--- src/rtl/tick_divider.sv ---
// rtl/tick_divider.sv - free-running divider giving a 1-cycle tick on the last count
module tick_divider #(
    parameter int unsigned DIV = 16
) (
    input  logic clk,
    input  logic rst,
    output logic tick
);

    localparam int unsigned W = (DIV > 1) ? $clog2(DIV) : 1;
    localparam logic [W-1:0] LAST = W'(DIV - 1);

    logic [W-1:0] cnt;

    // Tick is combinational so the consumer acts on the very edge where cnt==LAST.
    assign tick = (cnt == LAST);

    always_ff @(posedge clk) begin
        if (rst)
            cnt <= '0;
        else if (tick)
            cnt <= '0;
        else
            cnt <= cnt + W'(1);
    end

endmodule

--- config.mk ---
export PLATFORM = sky130hd
export DESIGN_NAME = tick_divider
export DESIGN_NICKNAME = d
export VERILOG_FILES = /design/src/rtl/tick_divider.sv
export SDC_FILE = /design/constraint.sdc
export NUM_CORES = 1
export LEC_CHECK = 0
export CORE_AREA = 4 4 41 43
export CTS_BUF_LIST = sky130_fd_sc_hd__clkbuf_4 sky130_fd_sc_hd__clkbuf_8
export DETAILED_ROUTE_END_ITERATION = 8
export DIE_AREA = 0 0 45 47
export GPL_TIMING_DRIVEN = 0
export PLACE_DENSITY = 0.3
export SLEW_MARGIN = 20
export SYNTH_ARGS = -nofsm -noshare
export SYNTH_HDL_FRONTEND = slang
export SYNTH_SLANG_ARGS = --single-unit
export TNS_END_PERCENT = 10
--- constraint.sdc ---
create_clock -name clk -period 2.2 [get_ports clk]
set_input_delay 0.66 -clock clk [delete_from_list [all_inputs] [get_ports clk]]
set_output_delay 0.66 -clock clk [all_outputs]
set_load 0.02 [all_outputs]
Word-level counts from Yosys, hierarchy flattened
Cells that the tools add are included.
{"block": "word_totals", "register_bits": 4, "in_bits": 2, "output_inout_bits": 1, "elab_cells": 4}
{"block": "classes", "n_addsub": 1, "eq_ne": 1, "n_reduce_logical": 1}
{"op": "$add A4 B1 Y4 const B", "count": 1}
{"op": "$eq A4 B4 Y1 const B", "count": 1}
{"op": "$reduce_or A2 Y1", "count": 1}

Logic depth before layout (Yosys ltp)
Gate-level depths: netlist (run 1).
{"block": "depth", "depth_word": 2, "ltp_mapped": 4, "ltp_nobuf": 4}

Worst setup path before layout (run 1)
Ideal clock, no wire load.
{"block": "synth_path", "path_kind": "reg-to-output", "from": "register cnt[0]", "to": "output tick", "t_arrival_ps": 806, "t_required_ps": 1540, "setup_slack_ps": 734, "stages_incl_launch_ff": 3, "path_buffers": 0, "path_cell_list": "dfxtp_1 -> ha_1 -> and3_4"}
{"block": "synth_via", "elab_chain_len": 1}
{"element": "start, declared", "line_no": "13", "source": "logic [W-1:0] cnt;"}
{"element": "start signal, assigned", "line_no": "24", "source": "cnt <= cnt + W'(1);"}
{"element": "$eq A4 B4 Y1", "line_no": "16", "source": "assign tick = (cnt == LAST);"}
{"element": "end, declared", "line_no": "7", "source": "output logic tick"}
No other way between the ends.

Worst setup path in the final report (run 1)
Ends and elaborated chain as after synthesis.

==> results.cfg, run 1 <==
[run_status]
outcome = finished, final reports clean

[synth]
synthCells = 15
yosysMostFrequentCell = dfxtp_1
synth_commonest_cells = 4 x dfxtp_1, 2 x a21oi_1
synth-edff-count = 0
synth_area_leaders = dfxtp_1 48%, ha_1 7.5%, nor3b_2 7.5%
ys_async_sr_fraction = 0
synth_top_area_share = 0.481
synthDistinctLibCells = 11
synth_area_um2 = 166
ys_ff_latch = 4
syn_nets = 18
syn_avg_cell_area_um2 = 11.1
ys_seq_area_frac = 0.481
synth_top_area_cell = dfxtp_1
ys_warn_count = 0
synth-main-ff-cell = dfxtp_1

[setup_path]
worstPathRequired_ps = 1540
arrival_ps = 1390
path_cells = ha_1 > and3_4 > dlygate4sd2_1
crit_buf_inv = 1
end_kind = output pin
cp_max_fo = 4
slowest_delay_ps = 380
cpLargestDelayFamily = flip-flops
crit_slowest_cell = dfxtp_1
critPathKind = flop to output pin
startpoint_type = flop

[timing]
timing.final.crit_period_ps = 2050
slew_headroom = 0.864
timing.final.crit_share = 0.933
drv_slew = 0
rsz0062_at_grt = false
setup_viol = 0
max_freq_mhz = 487
tightest_slew_ps = 205
skew_ps = 1.71
tns_ps = 0
hold_viol_final = 0

[clocking]
path_clk_slew_ps = 40
cts_sinks = 4
post_cts_buffers = 0
h-tree-depth = 1
holdBufCountCts = 0
clock_tree.root_cell = clkbuf_4
cts_tree = done
numCtsBuffers = 3
clockBufferDepth = 2
worstSkewPairLatency_ps = 230

[placed_design]
port_buffers = 2
dp_hpwl_um = 224
placed_cells = 32
place_congestion = 0.616

[route]
drt-wirelength-per-cell_um = 7.66
wl_um = 268
ant_nets = 0
post-route-drc-count = 0
vias = 116
firstDrtPassIters = 4
viasPerCell = 3.31
drtIter0Drc = 1

[power]
powerDensity_mw_per_mm2 = 802
ir_worst_vdd_mv = 0.246
cellLeakagePower_uw = 0.0000848

[global_route]
antenna_found_initial = 0
grt_max_degree = 5
overflow = 0
grt_first_pass_wirelength_um = 469
grt_pass1_vias = 126
track_usage = 0.0379

[cells_and_area]
nFillCells = 154
syn_to_final_growth_pct = 36.1
drive_above_1_share = 0.300
antenna_cells = 0
fin_cells = 35
regArea_um2 = 80.1
largest_reg_flops = 4
nNetsFinal = 25
top_regs = cnt (4)
regMostFlops = cnt
multiInputGateArea_um2 = 82.6

[floorplanning]
rows = 13
coreArea_mm2 = 0.00130
die_h_um = 47
fp.dieArea_mm2 = 0.00212
ios = 3
die_x_um = 45
start_util = 0.128

[min_path]
hold_path_class = flop to flop

[run]
drv_cap = 0
## power by group
part	switching [uW]	internal [uW]	leakage (uW)
Clock	26.2	60.7	0.0000138
Sequential	4.41	77.8	0.0000329
Combinational	4.75	7.84	0.0000381
Total	35.3	146	0.0000848
## layer usage
metal / routed length [um] / up-vias / track usage / share of wire
met2: 148 / 4 / 0.0424 / 0.55
met1: 104 / 49 / 0.0342 / 0.39
li1: - / 63 / - / -
met5: 0 / - / 0 / 0
met4: 0 / 0 / 0.0877 / 0
met3: 15 / 0 / 0.0115 / 0.056
## cell families (layout without fill, tap and decap cells)
logic type	after synthesis	count (layout)	share of synthesized area
xor gates and xnor gates	1	1	0.0526
and+or+nand+nor	5	5	0.278
adders and majority gates	1	1	0.0752
buffers and inverters	1	6	0.0225
AOI/OAI and AO/OA	3	3	0.0902
DFF	4	4	0.481
## per-stage QoR
| step | power [uW] | worst slack, ps | utilization | cell area, um2 | hold WS [ps] |
|---|---|---|---|---|---|
| final | 182 | 148 | 0.174 | 226 | 487 |
| after global routing | 193 | 55.7 | 0.174 | 226 | 528 |
| after CTS | 188 | 122 | 0.174 | 226 | 490 |
| after detailed placement | 96.2 | 109 | 0.158 | 205 | 484 |
| after global placement | 95.9 | 102 | 0.158 | 205 | 482 |
| after floorplan | 91.0 | 734 | - | 166 | 456 |
## cell type report
type | instances | area share
Timing Repair Buffer | 2 | 0.0829
Multi-Input combinational cell | 10 | 0.365
Tap cell | 15 | 0.0829
Clock buffer | 3 | 0.0994
Inverter | 1 | 0.0166
Sequential cell | 4 | 0.354
## worst reg2reg max path: stages, from the launching register on
cell     delay, ps
dfxtp_1        380
ha_1           230
a21oi_1         60
o21ai_0        150
a21oi_1         90
## layout by cell type (no fill, tap or decap)
cell type,Yosys,layout
dfxtp_1,4,4
a21oi_1,2,2
and3_4,1,1
inv_1,1,1
nand4b_1,1,1
nor3b_2,1,1
o21ai_0,1,1
nor3_2,1,1
xnor2_1,1,1
nor2_1,1,1
clkbuf_4,0,3
ha_1,1,1
dlygate4sd2_1,0,1
clkdlybuf4s50_1,0,1
## final timing paths
path / from / endpoint / slack (ps) / depth (start not counted)
setup / recovery: cnt[0] / tick / 150 / 3
hold / removal: cnt[0] / cnt[0] / 490 / 1
setup reg to reg: cnt[0] / cnt[3] / 1180 / 4
hold reg to reg: cnt[0] / cnt[0] / 490 / 1
## repair_timing
action / 4_1_cts / 5_1_grt
gates resized for setup: 1 / 0
endpoints found under the hold margin: 0 / 0
setup endpoints to repair: 1 / 0
Power figures use the tool's default switching activity.
==> run 2, diff against run 1 <==
==> constraint.sdc (replaced) <==
create_clock -name clk -period 2.2 [get_ports clk]
set_input_delay 0.44 -clock clk [delete_from_list [all_inputs] [get_ports clk]]
set_output_delay 0.44 -clock clk [all_outputs]
set_load 0.02 [all_outputs]
==> results.cfg, run 2 (synthesized netlist as in run 1, its figures left out) <==
[setup_path]
crit_buf_inv = 1
slowest_delay_ps = 600
path_cells = ha_1 > and3_4 > clkdlybuf4s50_1
reg2regPathDepth = 4
end_kind = output pin
arrival_ps = 1660
cpLargestDelayFamily = buffers and inverters
cp_max_fo = 4
critPathKind = flop to output pin
r2r_end = cnt[3]
startpoint_type = flop
regToRegStartpoint = cnt[0]
worstPathRequired_ps = 1760
crit_slowest_cell = clkdlybuf4s50_1
rrSetupSlack_ps = 1180

[cells_and_area]
largest_reg_flops = 4
regArea_um2 = 80.1
final_cell_mix = 4 x dfxtp_1, 3 x clkbuf_4, 2 x a21oi_1, 2 x clkdlybuf4s50_1
nNetsFinal = 25
drive_above_1_share = 0.300
post-route-util = 0.175
stdcell_area_um2 = 228
layout_commonest_cell = dfxtp_1
regMostFlops = cnt
top_regs = cnt (4)
antenna_cells = 0
syn_to_final_growth_pct = 36.8
nFillCells = 153
multiInputGateArea_um2 = 82.6

[run]
drv_cap = 0

[global_route]
overflow = 0
grt_pass1_vias = 126
grt_first_pass_wirelength_um = 469
antenna_found_initial = 0
grt_max_degree = 5
track_usage = 0.0379

[placed_design]
dp_hpwl_um = 224
place_congestion = 0.616
port_buffers = 2
post_dp_cell_area_um2 = 205
place_ws_ps = 329

[timing]
tightest_slew_ps = 212
max_freq_mhz = 475
skew_ps = 1.71
timing.final.crit_share = 0.956
tns_ps = 0
timing.final.crit_period_ps = 2100
drv_slew = 0
setup_slack_ps = 96.3
hold_viol_final = 0
whs_ps = 487
setup_viol = 0
slew_headroom = 0.858
rsz0062_at_grt = false

[clocking]
numCtsBuffers = 3
clockBufferDepth = 2
cts_sinks = 4
cts_tree = done
path_clk_slew_ps = 40
cts_resized = 0
h-tree-depth = 1
clock_tree.root_cell = clkbuf_4
worstSkewPairLatency_ps = 230
post_cts_buffers = 0
holdBufCountCts = 0

[floorplanning]
ios = 3
start_util = 0.128
die_x_um = 45
fp.dieArea_mm2 = 0.00212
rows = 13
coreArea_mm2 = 0.00130
die_h_um = 47

[power]
cell_internal_pwr_uw = 146
powerDensity_mw_per_mm2 = 798
cellLeakagePower_uw = 0.0000799
pwr-share-seq = 0.452
p_sw_frac = 0.194
p_comb_frac = 0.069
ir_worst_vdd_mv = 0.246
pwr-share-clk = 0.478
switchingPower_uw = 35.3

[route]
drt-met1-wl_um = 104
top_layer_used = met3
ant_nets = 0
dr_wl_met3_um = 15
vias = 116
drtIter0Drc = 1
wl_met2_um = 148
post-route-drc-count = 0
drt-wirelength-per-cell_um = 7.66
wl_um = 268
firstDrtPassIters = 4
viasPerCell = 3.31

[run_status]
outcome = finished, final reports clean

[min_path]
hp-start = cnt[0]
hold_end = cnt[0]
hold_path_class = flop to flop
hold_depth = 1
## run 2: cell types whose count changed in the layout (fill, tap and decap cells not counted), sizes merged
| cell | delta |
|---|---|
| dlygate4sd2 | -1 |
| clkdlybuf4s50 | +1 |
## run 2: how the worst max path moves through the flow
| stage | startpoint | to | depth (start not counted) |
|---|---|---|---|
| 6_report | cnt[0] | tick | 3 |
| 5_1_grt | cnt[0] | tick | 3 |
| 3_5_place_dp | cnt[0] | tick | 3 |
| 3_3_place_gp | cnt[0] | tick | 3 |
| 4_1_cts | cnt[0] | tick | 3 |
| 2_1_floorplan | cnt[0] | tick | 2 |
## run 2: per-layer routing
| layer | up-vias | GRT usage |
|---|---|---|
| li1 | 63 | - |
| met1 | 49 | 0.0342 |
| met2 | 4 | 0.0424 |
| met3 | 0 | 0.0115 |
| met4 | 0 | 0.0877 |
| met5 | - | 0 |
## run 2: cell type report
| cell class | instances | area share |
|---|---|---|
| flip-flops and latches | 4 | 0.352 |
| repair buffers | 2 | 0.0879 |
| inverters | 1 | 0.0165 |
| multi-input cells | 10 | 0.363 |
| well taps | 15 | 0.0824 |
| clock buffers | 3 | 0.0989 |
## run 2: worst register-to-register path: stages, from the launching register on
cell and delay (ps):
dfxtp_1 380, ha_1 230, a21oi_1 60, o21ai_0 150
a21oi_1 90
## run 2: metrics by stage
step | instances | power, uW
4_1_cts | 35 | 188
5_1_grt | 35 | 193
3_5_place_dp | 32 | 96.2
6_report | 35 | 182
2_1_floorplan | 15 | 91.0
3_3_place_gp | 32 | 95.9
## run 2: power groups by stage
stage | combinational, uW | clock (uW) | sequential [uW]
3_3_place_gp | 12.6 | 0 | 83.3
5_1_grt | 14.4 | 95.6 | 82.9
6_report | 12.6 | 86.9 | 82.2
2_1_floorplan | 8.62 | 0 | 82.4
3_5_place_dp | 12.8 | 0 | 83.3
4_1_cts | 13.0 | 93.1 | 82.2
==> run 3, diff against run 2 <==
REMOVE_ABC_BUFFERS = 1   (was unset)
==> results of run 3 <==
No change in the layout: final DEF, timing and power equal those of run 2.
